## config.mk

```make
export PLATFORM = sky130hd
export DESIGN_NAME = cernbe_bus_arbiter
export DESIGN_NICKNAME = d
export VERILOG_FILES = /design/src/rtl/cernbe_arb_pkg.sv /design/src/rtl/cernbe_arb_req_latch.sv /design/src/rtl/cernbe_bus_arbiter.sv
export SDC_FILE = /design/constraint.sdc
export NUM_CORES = 1
export LEC_CHECK = 0
export CORE_MARGIN = 1
export CORE_UTILIZATION = 53
export DETAILED_ROUTE_END_ITERATION = 16
export GPL_TIMING_DRIVEN = 1
export PLACE_DENSITY = 0.95
export REMOVE_ABC_BUFFERS = 1
export SYNTH_ARGS = -nofsm -noshare
export SYNTH_HDL_FRONTEND = slang
export SYNTH_SLANG_ARGS = --single-unit
```

## constraint.sdc

```tcl
create_clock -name Clk -period 15.02 [get_ports Clk]
set_clock_uncertainty 0.05 [all_clocks]
set_input_delay 1.502 -clock Clk [delete_from_list [all_inputs] [get_ports Clk]]
set_output_delay 1.502 -clock Clk [all_outputs]
set_load 0.01 [all_outputs]
```

## src/rtl/cernbe_arb_pkg.sv

```systemverilog
// cernbe_arb_pkg: shared types and constants for the two-master bus arbiter
package cernbe_arb_pkg;
  typedef enum logic [1:0] {IDLE = 2'd0, ISSUE = 2'd1, WAIT = 2'd2} arb_state_t;
  typedef logic mst_idx_t;
  localparam logic [63:0] ERR_RDDATA = '1;
endpackage

```

## src/rtl/cernbe_arb_req_latch.sv

```systemverilog
// cernbe_arb_req_latch: holds one outstanding strobe request for a single master
module cernbe_arb_req_latch #(
  parameter int ADDR_WIDTH = 20,
  parameter int DATA_WIDTH = 16
) (
  input  logic                  clk,
  input  logic                  rst,
  input  logic                  rd,
  input  logic                  wr,
  input  logic [ADDR_WIDTH:1]   addr,
  input  logic [DATA_WIDTH-1:0] wdata,
  input  logic                  clr,
  output logic                  pending,
  output logic                  is_write,
  output logic [ADDR_WIDTH:1]   addr_q,
  output logic [DATA_WIDTH-1:0] wdata_q
);
  logic take;
  // a strobe landing in the same cycle as the clear is a fresh request, not a duplicate
  assign take = (rd | wr) & (~pending | clr);
  always_ff @(posedge clk or posedge rst)
    if (rst) begin
      pending <= 1'b0;
      is_write <= 1'b0;
      addr_q <= '0;
      wdata_q <= '0;
    end else begin
      pending <= take | (pending & ~clr);
      if (take) begin
        is_write <= wr;
        addr_q <= addr;
        if (wr) wdata_q <= wdata;
      end
    end
endmodule

```

## src/rtl/cernbe_bus_arbiter.sv

```systemverilog
// cernbe_bus_arbiter: round-robin sharing of one CERN-BE memory-bus target between two masters
module cernbe_bus_arbiter
  import cernbe_arb_pkg::*;
#(
  parameter int ADDR_WIDTH = 20,
  parameter int DATA_WIDTH = 16,
  parameter int TIMEOUT    = 255
) (
  input  logic                  Clk,
  input  logic                  Rst,
  input  logic [ADDR_WIDTH:1]   m0_VMEAddr_i,
  input  logic [DATA_WIDTH-1:0] m0_VMEWrData_i,
  input  logic                  m0_VMERdMem_i,
  input  logic                  m0_VMEWrMem_i,
  output logic [DATA_WIDTH-1:0] m0_VMERdData_o,
  output logic                  m0_VMERdDone_o,
  output logic                  m0_VMEWrDone_o,
  output logic                  m0_Error_o,
  input  logic [ADDR_WIDTH:1]   m1_VMEAddr_i,
  input  logic [DATA_WIDTH-1:0] m1_VMEWrData_i,
  input  logic                  m1_VMERdMem_i,
  input  logic                  m1_VMEWrMem_i,
  output logic [DATA_WIDTH-1:0] m1_VMERdData_o,
  output logic                  m1_VMERdDone_o,
  output logic                  m1_VMEWrDone_o,
  output logic                  m1_Error_o,
  output logic [ADDR_WIDTH:1]   t_VMEAddr_o,
  output logic [DATA_WIDTH-1:0] t_VMEWrData_o,
  output logic                  t_VMERdMem_o,
  output logic                  t_VMEWrMem_o,
  input  logic [DATA_WIDTH-1:0] t_VMERdData_i,
  input  logic                  t_VMERdDone_i,
  input  logic                  t_VMEWrDone_i
);
  localparam int CW = $clog2(TIMEOUT + 1);
  arb_state_t state;
  mst_idx_t gnt, last, sel;
  logic [CW-1:0] cnt;
  logic op_wr, done_hit, tout, fin;
  logic [1:0] pend, is_wr, clr, gnt_oh, rd_done, wr_done, err;
  logic [ADDR_WIDTH:1] addr_q [2];
  logic [DATA_WIDTH-1:0] wdata_q [2];
  logic [DATA_WIDTH-1:0] rdata [2];
  cernbe_arb_req_latch #(.ADDR_WIDTH(ADDR_WIDTH), .DATA_WIDTH(DATA_WIDTH)) u_req0 (
    .clk(Clk), .rst(Rst), .rd(m0_VMERdMem_i), .wr(m0_VMEWrMem_i), .addr(m0_VMEAddr_i),
    .wdata(m0_VMEWrData_i), .clr(clr[0]), .pending(pend[0]), .is_write(is_wr[0]),
    .addr_q(addr_q[0]), .wdata_q(wdata_q[0])
  );
  cernbe_arb_req_latch #(.ADDR_WIDTH(ADDR_WIDTH), .DATA_WIDTH(DATA_WIDTH)) u_req1 (
    .clk(Clk), .rst(Rst), .rd(m1_VMERdMem_i), .wr(m1_VMEWrMem_i), .addr(m1_VMEAddr_i),
    .wdata(m1_VMEWrData_i), .clr(clr[1]), .pending(pend[1]), .is_write(is_wr[1]),
    .addr_q(addr_q[1]), .wdata_q(wdata_q[1])
  );
  always_comb begin
    sel = (pend[0] & pend[1]) ? ~last : pend[1];
    gnt_oh = gnt ? 2'b10 : 2'b01;
    done_hit = (state == ISSUE || state == WAIT) & (op_wr ? t_VMEWrDone_i : t_VMERdDone_i);
    tout = (state == WAIT) & ~done_hit & (cnt == CW'(TIMEOUT));
    fin = done_hit | tout;
    clr = fin ? gnt_oh : 2'b00;
  end
  always_ff @(posedge Clk or posedge Rst)
    if (Rst) begin
      state <= IDLE;
      gnt <= 1'b0;
      last <= 1'b1;
      cnt <= '0;
      op_wr <= 1'b0;
      t_VMEAddr_o <= '0;
      t_VMEWrData_o <= '0;
      t_VMERdMem_o <= 1'b0;
      t_VMEWrMem_o <= 1'b0;
      rd_done <= '0;
      wr_done <= '0;
      err <= '0;
      rdata[0] <= '0;
      rdata[1] <= '0;
    end else begin
      t_VMERdMem_o <= 1'b0;
      t_VMEWrMem_o <= 1'b0;
      rd_done <= clr & {2{~op_wr}};
      wr_done <= clr & {2{op_wr}};
      err <= tout ? gnt_oh : 2'b00;
      if (state == IDLE && |pend) begin
        state <= ISSUE;
        gnt <= sel;
        op_wr <= is_wr[sel];
        cnt <= '0;
        t_VMEAddr_o <= addr_q[sel];
        t_VMEWrData_o <= wdata_q[sel];
        t_VMERdMem_o <= ~is_wr[sel];
        t_VMEWrMem_o <= is_wr[sel];
      end else if (fin) begin
        state <= IDLE;
        last <= gnt;
        if (~op_wr) rdata[gnt] <= tout ? ERR_RDDATA[DATA_WIDTH-1:0] : t_VMERdData_i;
      end else if (state != IDLE) begin
        state <= WAIT;
        cnt <= cnt + 1'b1;
      end
    end
  assign m0_VMERdDone_o = rd_done[0];
  assign m1_VMERdDone_o = rd_done[1];
  assign m0_VMEWrDone_o = wr_done[0];
  assign m1_VMEWrDone_o = wr_done[1];
  assign m0_Error_o = err[0];
  assign m1_Error_o = err[1];
  assign m0_VMERdData_o = rdata[0];
  assign m1_VMERdData_o = rdata[1];
endmodule

```

Word level (Yosys, flattened, before mapping)
Index checks and enable logic that the tools add are counted.
{"block": "totals", "regBits": 165, "word_cells": 97}
{"block": "op_classes", "bitwise_logic": 28, "n_lt_le_gt_ge": 4, "n_reduce_logical": 13, "add_sub_neg": 1, "n_mux": 25, "n_eq_ne": 4}
{"operator": "$mux W16", "n": 5}
{"operator": "$mux W20", "n": 3}
{"operator": "$bwmux W32", "n": 1}
{"operator": "$mux W8", "n": 3}
{"operator": "$demux W16 S1", "n": 1}
{"operator": "$mux W2", "n": 6}
{"operator": "$not A1 Y1", "n": 9}
{"operator": "$add A8 B1 Y8 const B", "n": 1}
{"operator": "$and A1 B1 Y1", "n": 8}
{"operator": "$eq A8 B8 Y1 const B", "n": 1}
{"operator": "$reduce_and A2 Y1", "n": 4}
{"operator": "$or A1 B1 Y1", "n": 7}
{"operator": "$mux W1", "n": 6}
{"operator": "$and A2 B2 Y2", "n": 2}
{"operator": "$ge A2 B2 Y1 const B", "n": 2}
{"operator": "$not A1 Y2", "n": 2}
{"operator": "$reduce_bool A2 Y1", "n": 2}
{"operator": "$reduce_and A3 Y1", "n": 1}
{"operator": "$reduce_bool A3 Y1", "n": 1}
{"operator": "$eq A2 B1 Y1 const B", "n": 1}
{"operator": "$eq A2 B2 Y1 const B", "n": 1}
{"operator": "$logic_and A1 B1 Y1", "n": 2}
{"operator": "$logic_not A2 Y1", "n": 1}
{"operator": "$lt A1 B2 Y1 const B", "n": 1}
{"operator": "4 further kinds", "n": 4}

Depth between registers and ports, before layout
{"block": "depth", "depth_word": 11, "ltp_mapped": 7, "ltp_nobuf": 6}

Hierarchy
From an unflattened synthesis, not the netlist that was laid out.
{"block": "hier_totals", "hier_cells": 496, "area_unflattened_um2": 6854.1}
{"module": "cernbe_bus_arbiter", "area_each_um2": 3971.3, "n_inst": 1, "cells_per_inst": 326}
{"module": "cernbe_arb_req_latch", "area_each_um2": 1441.4, "n_inst": 2, "cells_per_inst": 85}

Worst setup path before layout
Ideal clock, no wire load.
{"block": "synth_timing", "kind": "input to register", "startpoint": "input port t_VMEWrDone_i", "endpoint": "register rdata, in the netlist m0_VMERdData_o[0]", "setup_ns": 0.125, "slack_ns": 12.188, "path_stages": 5, "n_path_buf": 1, "arrival_ns": 2.657, "cell_sequence": "mux2_2 > a2bb2oi_4 > nor4_4 > buf_8 > mux2_4"}
{"block": "synth_via", "elab_chain_len": 7}
{"item": "start, declared", "line": "cernbe_bus_arbiter.sv:33", "rtl": "input logic t_VMEWrDone_i"}
{"item": "$mux W1 *", "line": "cernbe_bus_arbiter.sv:57", "rtl": "done_hit = (state == ISSUE || state == WAIT) & (op_wr ? t_VMEWrDone_i : t_VMERdDone_i);"}
{"item": "$and A1 B1 Y1 *", "line": "cernbe_bus_arbiter.sv:57"}
{"item": "$not A1 Y1", "line": "cernbe_bus_arbiter.sv:58", "rtl": "tout = (state == WAIT) & ~done_hit & (cnt == CW'(TIMEOUT));"}
{"item": "$and A1 B1 Y1 (2 in a row)", "line": "cernbe_bus_arbiter.sv:58"}
{"item": "$or A1 B1 Y1 / $mux W16 (equally long branches)", "line": "cernbe_bus_arbiter.sv:59, cernbe_bus_arbiter.sv:96"}
{"item": "$reduce_and A3 Y1 (no line) / $bwmux W32 (equally long branches)"}
{"item": "end signal, assigned by index", "line": "cernbe_bus_arbiter.sv:96", "rtl": "if (~op_wr) rdata[gnt] <= tout ? ERR_RDDATA[DATA_WIDTH-1:0] : t_VMERdData_i;"}
{"item": "end, declared", "line": "cernbe_bus_arbiter.sv:43", "rtl": "logic [DATA_WIDTH-1:0] rdata [2];"}
Mark *: on every way between the ends. The rest lies on a longest branch, timed or not.
A chain may end at the register's enable or synchronous reset.

Final worst setup path
{"block": "layout_timing", "startpoint": "input port m1_VMEWrMem_i", "endpoint": "register u_req1.addr_q[5] in the netlist's numbering"}
{"block": "layout_via", "elab_chain_len": 2}
{"item": "start, declared", "line": "cernbe_bus_arbiter.sv:22", "rtl": "input logic m1_VMEWrMem_i,"}
{"item": "$or A1 B1 Y1", "line": "cernbe_arb_req_latch.sv:20", "rtl": "assign take = (rd | wr) & (~pending | clr);"}
{"item": "$and A1 B1 Y1", "line": "cernbe_arb_req_latch.sv:20"}
{"item": "end signal, assigned", "line": "cernbe_arb_req_latch.sv:31", "rtl": "addr_q <= addr;"}
{"item": "end, declared", "line": "cernbe_arb_req_latch.sv:15", "rtl": "output logic [ADDR_WIDTH:1] addr_q,"}
Every way passes these cells.

==> results.cfg <==
[timing]
finalSetupTns_ns = 0
layout_setup_ws_ns = 11.49
finalHoldViolCount = 0
setup_viol = 0
maxSlewHeadroom_pct = 23.8
min_period_over_period_pct = 23.5
fin_crit_ns = 3.53
max_clock_freq_ghz = 0.283
rsz0062_at_grt = no
tightest_slew_ns = 1.14
finalMaxSlewViolations = 0

[critical_path]
reg2reg_slack_ns = 12.27
reg2reg_to = u_req1.addr_q[5]
critPathTopFamily = simple AND/OR/NAND/NOR gates
path_buf_inv = 1
critPathMaxFanout = 21
r2r-start = op_wr
critPathLaunchType = input port
critical_path_class = in2reg
required_ns = 15.27
slowest_stage = nor2_2
slowest_delay_ns = 0.88
crit_chain = clkdlybuf4s50_1 -> o211ai_1 -> o22ai_1 -> nor2_2 -> mux2_2
r2r_cells = 4
cp.arrival_ns = 3.79
critPathCaptureType = flop

[die]
start_util_pct = 54.5
die-area_mm2 = 0.0135
io_pins = 172
core_area_mm2 = 0.0127
placementRows = 41
die_h_um = 116
die_w_um = 116

[synth]
synth_edf_count = 0
synthArstFlopShare_pct = 100
synth.area.top_cells = dfrtp_1 59%, mux2_2 15%, mux2i_1 5.9%, o21ai_0 2.9%, nand2_1 2.8%
ys.flop_type = dfrtp_1
ys_ff_latch = 165
synth_cells = 510
ys_types = 41
syn_area_mm2 = 0.00691
synth_top_cell_by_area = dfrtp_1
yosysWarnings = 0
syn_avg_cell_area_um2 = 13.5
seq_area_frac_synth_pct = 59.8
synth_top_area_share_pct = 59.4

[power_and_ir_drop]
ir_drop_v = 0.000107
power_density_mw_per_mm2 = 218
p_leak_nw = 4.10

[layout]
syn2layout_area_growth_pct = 36.0
fillCellCount = 800
seqCellArea_mm2 = 0.00413
multi_input_area_mm2 = 0.00265
stdcell_area_mm2 = 0.00939
n_antenna_cell = 0
nNetsFinal = 781
drive_gt1_share_pct = 25.1

[cts]
postCtsSetupBuffers = 0
htreeDepth = 4
cts-resized-gates = 0
clkSinkCount = 165
cts_buffer_depth = 2
cts_tree = done
cts-hold-fix-buffers = 0
cts_made_buffers = 17
clockRootBuffer = clkbuf_16
clk_latency_ns = 0.42
clk_pin_slew_worst_paths_ns = 0.06

[hold_path]
hold_class = reg2reg
worstHoldStart = t_VMEAddr_o[16]
hold_depth = 2
hold_path_end = t_VMEAddr_o[16]

[placed_design]
pre_cts_slack_ns = 11.14
placed_cell_area_mm2 = 0.00878
dp_hpwl_mm = 10.8
io_buffers = 171
gp_congestion = 0.916

[global_route]
grt_max_degree = 105
antenna_found_initial = 0
first_global_vias = 5024
grt_pass1_wl_mm = 25.2
track_usage_pct = 25.5
overflow = 0

[routing]
drc = 0
drtPass1Iterations = 4
wl_per_cell_um = 18.7
ant_nets = 0
viasPerCell = 5.47
wirelength_mm = 16.2
drt_iter0_drc = 236
vias = 4734

[job]
drv_cap = 0

[status]
status = finished, final reports clean
==> cells in the final DEF, fill, tap and decap left out, drive strengths merged <==
| cell | n |
|---|---|
| or4 | 1 |
| nor4 | 7 |
| clkdlybuf4s50 | 171 |
| dfstp | 1 |
| clkinvlp | 2 |
| buf | 5 |
| clkinv | 4 |
| o211ai | 2 |
| a211oi | 1 |
| nand3b | 1 |
| nand3 | 2 |
| clkbuf | 22 |
| o22ai | 4 |
| o41ai | 1 |
| nand2 | 51 |
| o31ai | 4 |
| bufinv | 3 |
| dfrtp | 164 |
| or2 | 16 |
| nor2 | 14 |
| a21oi | 2 |
| nand4 | 4 |
| mux2i | 42 |
| inv | 8 |
| ha | 3 |
| a22o | 2 |
| a2bb2oi | 1 |
| o21ai | 41 |
| o221a | 1 |
| a21boi | 1 |
| nor3 | 4 |
| and2 | 3 |
| o311ai | 1 |
| mux2 | 105 |
==> routing by layer <==
metal,track usage [%],vias to the layer above,routed length (um)
met5,0,-,0
met4,12.1,0,490
met3,7.63,40,953
met2,44.6,178,8450
met1,28.5,2377,6350
li1,-,2139,-
==> how the worst max path moves through the flow <==
stage | from | endpoint | slack (ns) | cells past startpoint
after CTS | m1_VMEWrMem_i | u_req1.addr_q[12] | 11.51 | 5
after detailed placement | m1_VMEWrMem_i | u_req1.addr_q[12] | 11.14 | 5
final | m1_VMEWrMem_i | u_req1.addr_q[5] | 11.49 | 5
after global placement | t_VMERdDone_i | u_req1.addr_q[19] | 11.23 | 5
after floorplan | Rst | cnt[0] | 9.01 | 1
after global routing | m1_VMEWrMem_i | u_req1.addr_q[12] | 11.39 | 5
==> flip-flops by register name, summed over array words and instances (netlist names) <==
name / flops
t_VMERdMem_o: 1
u_req1.wdata_q: 16
u_req1.is_write: 1
wr_done: 2
m1_VMERdData_o: 16
u_req0.pending: 1
state: 2
rd_done: 2
t_VMEWrData_o: 16
u_req1.pending: 1
gnt: 1
cnt: 8
t_VMEAddr_o: 20
t_VMEWrMem_o: 1
op_wr: 1
u_req0.wdata_q: 16
m0_VMERdData_o: 16
last: 1
err: 2
u_req0.addr_q: 20
u_req0.is_write: 1
u_req1.addr_q: 20
==> per-stage QoR <==
stage	total power (W)	instances	util, %	hold slack [ns]
floorplan	0.00127	487	-	0.415
CTS	0.00206	866	74.1	0.432
finish	0.00205	866	74.1	0.426
global route	0.00217	866	74.1	0.467
global placement	0.00154	835	69.3	0.412
detailed placement	0.00160	835	69.3	0.419
==> synth_stat cells (2+ instances only) <==
library cell and number:
dfrtp_1 164, mux2_2 95, nand2_1 51, mux2i_1 41
o21ai_0 40, or2_2 16, nor2_1 12, buf_2 10
mux2_4 10, clkbuf_1 9, inv_1 8, nor4_1 6
o31ai_1 4, and2_1 3, ha_1 3, nor3_1 3
o22ai_1 3, a21oi_1 2, a22o_1 2, buf_6 2
nand3_1 2, nand4_1 2, nand4_4 2, nor2_2 2
o211ai_1 2
==> power breakdown <==
part | switching (W) | leakage [nW] | internal, W
logic | 0.000368 | 1.85 | 0.000447
registers | 0.000131 | 1.96 | 0.000658
clock network | 0.000168 | 0.298 | 0.000277
total | 0.000668 | 4.10 | 0.00138
==> cells by family (layout without fill, tap and decap cells) <==
group	count (synthesis)	after routing	share of synthesized area, %
AND/OR/NAND/NOR	103	103	7.81
adder cells (fa/ha/maj)	3	3	0.544
flip-flops	165	165	59.8
multiplexers	147	147	23.9
buffers and inverters	31	215	2.25
AO/OA/AOI/OAI	61	61	5.67
==> tightest hold or removal path, stage by stage, from the launching register on <==
cell and delay [ns]:
dfrtp_1 0.34, nand2_1 0.05, o21ai_0 0.06
==> layout make-up <==
cell class                 instances  share of cell area (%)
inverter                           8                   0.373
clock buffer                      22                    5.16
tap                              172                    2.29
multi-input combinational        314                    28.2
clock inverter                     9                    1.33
timing repair buffer             176                    18.6
sequential                       165                    44.0
No activity file was read; power rests on OpenSTA's default activity.
==> RTL edit 1: new RTL, same settings <==
Register the output `t_VMEWrData_o` once more, cleared by the reset; this adds one clock of latency there. The other outputs are not delayed to match.
--- a/src/rtl/cernbe_bus_arbiter.sv
+++ b/src/rtl/cernbe_bus_arbiter.sv
@@ -33,6 +33,8 @@
   input  logic                  t_VMEWrDone_i
 );
   localparam int CW = $clog2(TIMEOUT + 1);
+
+  logic [DATA_WIDTH-1:0] t_VMEWrData_s0;
   arb_state_t state;
   mst_idx_t gnt, last, sel;
   logic [CW-1:0] cnt;
@@ -67,7 +69,7 @@
       cnt <= '0;
       op_wr <= 1'b0;
       t_VMEAddr_o <= '0;
-      t_VMEWrData_o <= '0;
+      t_VMEWrData_s0 <= '0;
       t_VMERdMem_o <= 1'b0;
       t_VMEWrMem_o <= 1'b0;
       rd_done <= '0;
@@ -87,7 +89,7 @@
         op_wr <= is_wr[sel];
         cnt <= '0;
         t_VMEAddr_o <= addr_q[sel];
-        t_VMEWrData_o <= wdata_q[sel];
+        t_VMEWrData_s0 <= wdata_q[sel];
         t_VMERdMem_o <= ~is_wr[sel];
         t_VMEWrMem_o <= is_wr[sel];
       end else if (fin) begin
@@ -107,5 +109,13 @@
   assign m1_Error_o = err[1];
   assign m0_VMERdData_o = rdata[0];
   assign m1_VMERdData_o = rdata[1];
+  always_ff @(posedge Clk or posedge Rst) begin
+    if (Rst) begin
+      t_VMEWrData_o <= '0;
+    end else begin
+      t_VMEWrData_o <= t_VMEWrData_s0;
+    end
+  end
+
 endmodule
 
Formal check against the unedited RTL: not equivalent (Yosys sat finds a counterexample within 4 cycles, from zero or initial values and one cycle with Rst high).
==> RTL edit 1 against the original RTL <==
Area after synthesis up 5.5%. Total power grew 2.8%. Final cell count up 2.8%. Via count up 4.1%. Final area rose by 3.8%. Setup slack got worse by 210 ps. Sequential cell count increased by 16. Die area rose by 5.4%. Wire length up 2.0%. Largest cell class unchanged.
==> RTL edit 1: results (changes against the original RTL) <==
- The number of search-and-repair iterations in the first detailed-routing pass is 4 (unchanged).
- The critical hold path startpoint is t_VMEWrData_s0[10]$_DFFE_PP0N_.
- The global-route usage over all layers is 24.9% (-0.54 points).
- The TritonCTS buffer count came to 17 (unchanged).
- The number of cells traversed by the worst hold path came to 0 (-2).
- The global-route wire length before repair came to 27.2 mm (+7.9%).
- The global routing usage on met3 is 7.09% (-0.54 points).
- The hold path endpoint is t_VMEWrData_o[10]$_DFF_PP0_.
- In the final layout, the registers with the most flip-flops are t_VMEAddr_o x20, u_req0.addr_q x20, u_req1.addr_q x20.
- The vias per cell came to 5.54 (+1.3%).
- The number of standard cells after synthesis is 531 (+4.1%).
- The final-layout fill cell count is 831 (+3.9%).
- The number of H-tree branching levels is 4 (unchanged).
- The post-synthesis cell type count came to 42 (+2.4%).
- By count the netlist is led by 180 x sky130_fd_sc_hd__dfrtp_1, 95 x sky130_fd_sc_hd__mux2_2, 47 x sky130_fd_sc_hd__nand2_1.
- The layout cell share with drive strength beyond 1 is 23.8% (-1.3 points).
- In the synthesized netlist the dominant register cell turns out to be sky130_fd_sc_hd__dfrtp_1.
- The source of the worst register-to-register timing path is op_wr$_DFFE_PP0N_.
- The number of DRC markers after the initial detailed-route iteration is 215 (-8.9%).
- The global-route met2 utilization is 41.6% (-3.1 points).
- The library cell used as clock root buffer is sky130_fd_sc_hd__clkbuf_16.
- The net count of the finished layout came to 800 (+2.4%).
- The placer congestion estimate came to 0.874 (-4.5%).
- The beginning of the critical path is t_VMEWrDone_i.
- The final standard cell count with taps included and fillers excluded is 890 (+2.8%).
- The cell count after placement was 858 (+2.8%).
- The setup slack of the worst register-to-register path is 12130 ps (-140 ps).
- The global-route met1 utilization was 30.3% (+1.8 points).
- The number of global-route vias before repair is 5358 (+6.6%).
- The number of buffers inserted by post-CTS setup repair came to 0 (unchanged).
- The leakage dissipation is 0.00430 uW (+4.7%).
- The number of antenna violations at the first check in global routing is 0 (unchanged).
- The flow ran to the end, and the final reports show no timing, DRC or antenna violations.
- The capture point of the worst reg-to-reg path is u_req1.addr_q[12]$_DFFE_PP0P_.
- The worst-case headroom to the max-slew limit is 20.0% (-3.8 points).
- The HPWL reported at the end of detailed placement is 10.8 mm (+0.73%).
- The logic depth of the worst register-to-register path came to 4 (unchanged).
- Yosys attributes the largest share of cell area to sky130_fd_sc_hd__dfrtp_1 62%, sky130_fd_sc_hd__mux2_2 15%, sky130_fd_sc_hd__mux2i_1 5.4%.
- The worst slack at placement is 10960 ps (-177 ps).
- The count of inserted antenna diode cells came to 0 (unchanged).
- The data arrival at the endpoint of the critical path was 4000 ps (+210 ps).
- The portion of the post-synthesis area used by sequential elements came to 62.2% (+2.4 points).
- The total internal power is 1420 uW (+2.4%).
- The maximum number of pins on one net before global-route repair is 97 (-7.6%).
- The worst voltage drop across the vdd grid was 132 uV (+23%).
- The total routed wirelength came to 16.6 mm (+2.0%).
==> RTL edit 1: layout make-up <==
type	instances	share of cell area, %
Clock buffer	19	4.54
Clock inverter	13	1.53
Inverter	7	0.321
Multi-Input combinational cell	316	26.8
Sequential cell	181	46.5
Tap cell	176	2.26
Timing Repair Buffer	178	18.1
==> RTL edit 1: worst max-delay path: stages <==
cell and delay, ps:
sky130_fd_sc_hd__clkdlybuf4s50_1 430, sky130_fd_sc_hd__mux2i_1 480, sky130_fd_sc_hd__o22ai_1 200, sky130_fd_sc_hd__nor2_2 930
sky130_fd_sc_hd__mux2_2 430
==> RTL edit 1: worst max path at each step <==
| stage | to | slack, ps | cells after the start |
|---|---|---|---|
| 2_1_floorplan | cnt[0]$_DFFE_PP0P_ | 8550 | 1 |
| 3_3_place_gp | u_req1.addr_q[10]$_DFFE_PP0P_ | 11090 | 5 |
| 3_5_place_dp | u_req1.addr_q[5]$_DFFE_PP0P_ | 10960 | 5 |
| 4_1_cts | u_req1.addr_q[12]$_DFFE_PP0P_ | 11330 | 5 |
| 5_1_grt | u_req1.addr_q[12]$_DFFE_PP0P_ | 11180 | 5 |
| 6_report | u_req1.addr_q[12]$_DFFE_PP0P_ | 11280 | 5 |
==> RTL edit 1: routing by layer <==
metal | share of wire, % | vias up
met5 | 0 | -
met4 | 2.4 | 0
met3 | 7.0 | 35
met2 | 50 | 204
met1 | 41 | 2482
li1 | - | 2207
==> RTL edit 1: cell families (layout without fill, tap and decap cells) <==
family / Yosys count / in the layout / share of synthesized area (%)
multiplexers: 144 / 144 / 22.1
AO/OA/AOI/OAI: 67 / 67 / 5.41
XOR/XNOR: 1 / 1 / 0.120
buffers and inverters: 34 / 217 / 2.39
flip-flops: 181 / 181 / 62.2
adder cells (fa/ha/maj): 3 / 3 / 0.515
AND/OR/NAND/NOR: 101 / 101 / 7.30
==> RTL edit 1: power groups by stage <==
stage               combinational [uW]  clock (uW)  sequential [uW]
floorplan                          458           0              864
global placement                   766           0              839
detailed placement                 808           0              857
CTS                                819         450              854
global route                       874         470              880
finish                             810         441              856
==> RTL edit 1: stage by stage <==
| step | hold WS [ps] | cell area, um2 |
|---|---|---|
| final | 325 | 9750 |
| after global routing | 338 | 9750 |
| after CTS | 326 | 9750 |
| after detailed placement | 311 | 9160 |
| after global placement | 309 | 9160 |
| after floorplan | 304 | 7140 |
==> RTL edit 2: new RTL, same flow settings <==
Made on the original files. `ADDR_WIDTH` is set to 20 in 2 places; all go to 40.
--- a/src/rtl/cernbe_arb_req_latch.sv
+++ b/src/rtl/cernbe_arb_req_latch.sv
@@ -1,6 +1,6 @@
 // cernbe_arb_req_latch: holds one outstanding strobe request for a single master
 module cernbe_arb_req_latch #(
-  parameter int ADDR_WIDTH = 20,
+  parameter int ADDR_WIDTH = 40,
   parameter int DATA_WIDTH = 16
 ) (
   input  logic                  clk,
--- a/src/rtl/cernbe_bus_arbiter.sv
+++ b/src/rtl/cernbe_bus_arbiter.sv
@@ -2,7 +2,7 @@
 module cernbe_bus_arbiter
   import cernbe_arb_pkg::*;
 #(
-  parameter int ADDR_WIDTH = 20,
+  parameter int ADDR_WIDTH = 40,
   parameter int DATA_WIDTH = 16,
   parameter int TIMEOUT    = 255
 ) (
Interface: changed (resized m0_VMEAddr_i, m1_VMEAddr_i and t_VMEAddr_o); port bits go from 172 to 232. The function was not compared with the original's and may differ.
==> RTL edit 2 against the original RTL <==
Final area increased by 33%. Total power is 33% higher. Non-clock buffer count rose by 62. Highest routed layer unchanged. Area after synthesis rose by 33%. Setup slack better by 170 ps. Wire length is 37% higher. Sequential cell count increased by 60. Critical endpoint is now u_req1.wdata_q[2]$_DFFE_PP0P_. Largest cell class unchanged.
==> RTL edit 2: results (changes against the original RTL) <==
- The global-route met1 utilization came to 30.0% (+1.5 points).
- The number of standard cells after synthesis is 682 (+34%).
- The post-detailed-placement cell area is 0.0117 mm2 (+34%).
- The number of global-route vias before repair is 6888 (+37%).
- The met3 wire length is 2.10 mm (+120%).
- The final standard cell count with taps included and fillers excluded is 1146 (+32%).
- The largest stage delay on the critical path is 750 ps (-130 ps).
- The number of DRC markers after the initial detailed-route iteration is 357 (+51%).
- The global-route met2 utilization is 45.7% (+1.0 points).
- The final-layout fill cell count is 1107 (+38%).
- The worst slack at placement is 11160 ps (+22.8 ps).
- The vias per cell is 5.43 (-0.63%).
- The total internal power is 1820 uW (+32%).
- The layout cell share with drive strength beyond 1 came to 22.2% (-2.9 points).
- The share of the clock period used by the worst path is 22.4% (-1.1 points).
- The placer congestion estimate came to 0.863 (-5.7%).
- The data arrival at the endpoint of the critical path is 3690 ps (-100 ps).
- The global-route wire length before repair is 35.8 mm (+42%).
- The later-pin clock latency in the skew report was 500 ps (+80 ps).
- The detailed-routing wirelength on met1 is 8.44 mm (+33%).
- In this run the critical register-to-register path is launched from u_req0.pending$_DFF_PP0_.
- The flow ran to the end, and the final reports show no timing, DRC or antenna violations.
- The leakage dissipation was 0.00547 uW (+33%).
- The TritonCTS buffer count was 23 (+6).
- The global-route usage over all layers is 25.7% (+0.22 points).
- The maximum number of pins on one net before global-route repair is 97 (-7.6%).
- In this run the critical register-to-register path is captured at m1_VMERdData_o[7]$_DFFE_PP0P_.
- The count of buffers from port buffering came to 231 (+35%).
- The HPWL reported at the end of detailed placement is 14.9 mm (+38%).
- The detailed route wirelength on metal2 came to 11.3 mm (+34%).
- Ranked by total cell area, the synthesized netlist is headed by sky130_fd_sc_hd__dfrtp_1 61%, sky130_fd_sc_hd__mux2_2 16%, sky130_fd_sc_hd__mux2i_1 6.6%.
- The beginning of the critical path is t_VMERdDone_i.
- In the synthesized netlist, the cells that appear most often are 224 x sky130_fd_sc_hd__dfrtp_1, 133 x sky130_fd_sc_hd__mux2_2, 71 x sky130_fd_sc_hd__nand2_1.
- The maximum buffer depth of the clock tree is 3 (+1).
- The number of search-and-repair iterations in the first detailed-routing pass came to 5 (+1).
- The worst voltage drop across the vdd grid was 132 uV (+23%).
- The number of H-tree branching levels is 1 (-3).
- The largest registers in the layout are t_VMEAddr_o x40, u_req0.addr_q x40, u_req1.addr_q x40.
- On the critical path the largest part of the delay comes from multiplexers.
RTL edit 2: changes by cell type in the layout (fill, tap and decap cells not counted), moves of 5 or more:
cell / before / now
sky130_fd_sc_hd__clkdlybuf4s50_1: 171 / 231
sky130_fd_sc_hd__dfrtp_1: 164 / 224
sky130_fd_sc_hd__o21ai_0: 40 / 60
sky130_fd_sc_hd__clkbuf_16: 17 / 23
sky130_fd_sc_hd__nand2_1: 51 / 71
sky130_fd_sc_hd__clkbuf_1: 1 / 6
sky130_fd_sc_hd__mux2_2: 95 / 133
sky130_fd_sc_hd__mux2_4: 10 / 0
sky130_fd_sc_hd__mux2i_1: 41 / 61
sky130_fd_sc_hd__mux2_1: 0 / 12
RTL edit 2: power groups by stage:
stage	clock [uW]	combinational [uW]	sequential [uW]
after floorplan	0	645	1090
after global placement	0	1030	1060
after detailed placement	0	1080	1080
after CTS	567	1090	1080
after global routing	591	1180	1110
final	555	1080	1080
RTL edit 2: cell type report:
| type | count | area (um2) | share of cell area (%) |
|---|---|---|---|
| Multi-Input combinational cell | 415 | 3420 | 27.5 |
| Clock buffer | 32 | 639 | 5.13 |
| Clock inverter | 7 | 85.1 | 0.683 |
| Timing Repair Buffer | 238 | 2360 | 19.0 |
| Inverter | 8 | 37.5 | 0.301 |
| Tap cell | 220 | 275 | 2.21 |
| Sequential cell | 225 | 5630 | 45.2 |
| Antenna cell | 1 | 2.50 | 0.0201 |
RTL edit 2: cells by family after synthesis:
family                   synth area share (%)
multiplexers                             24.5
adder cells (fa/ha/maj)                 0.408
flip-flops                               61.2
AND/OR/NAND/NOR                          6.64
AO/OA/AOI/OAI                            5.14
buffers and inverters                    2.15
RTL edit 2: how the worst min path moves through the flow:
stage                                          endpoint  cells after the start  slack (ps)                           from
after CTS                  t_VMEWrData_o[2]$_DFFE_PP0N_                      2         430   t_VMEWrData_o[2]$_DFFE_PP0N_
after floorplan           u_req0.addr_q[21]$_DFFE_PP0P_                      1         410  u_req0.addr_q[21]$_DFFE_PP0P_
after global placement      t_VMEAddr_o[11]$_DFFE_PP0N_                      2         410    t_VMEAddr_o[11]$_DFFE_PP0N_
after global routing       t_VMEWrData_o[5]$_DFFE_PP0N_                      2         460   t_VMEWrData_o[5]$_DFFE_PP0N_
final                     t_VMEWrData_o[12]$_DFFE_PP0N_                      2         430  t_VMEWrData_o[12]$_DFFE_PP0N_
after detailed placement   t_VMEWrData_o[2]$_DFFE_PP0N_                      2         420   t_VMEWrData_o[2]$_DFFE_PP0N_
RTL edit 2: worst register-to-register path, delay by kind of cell, from the launching register on:
family / cells / cell delay [ps]
DFF: 1 / 480
AOI/OAI and AO/OA: 1 / 730
and+or+nand+nor: 2 / 950
muxes: 1 / 430
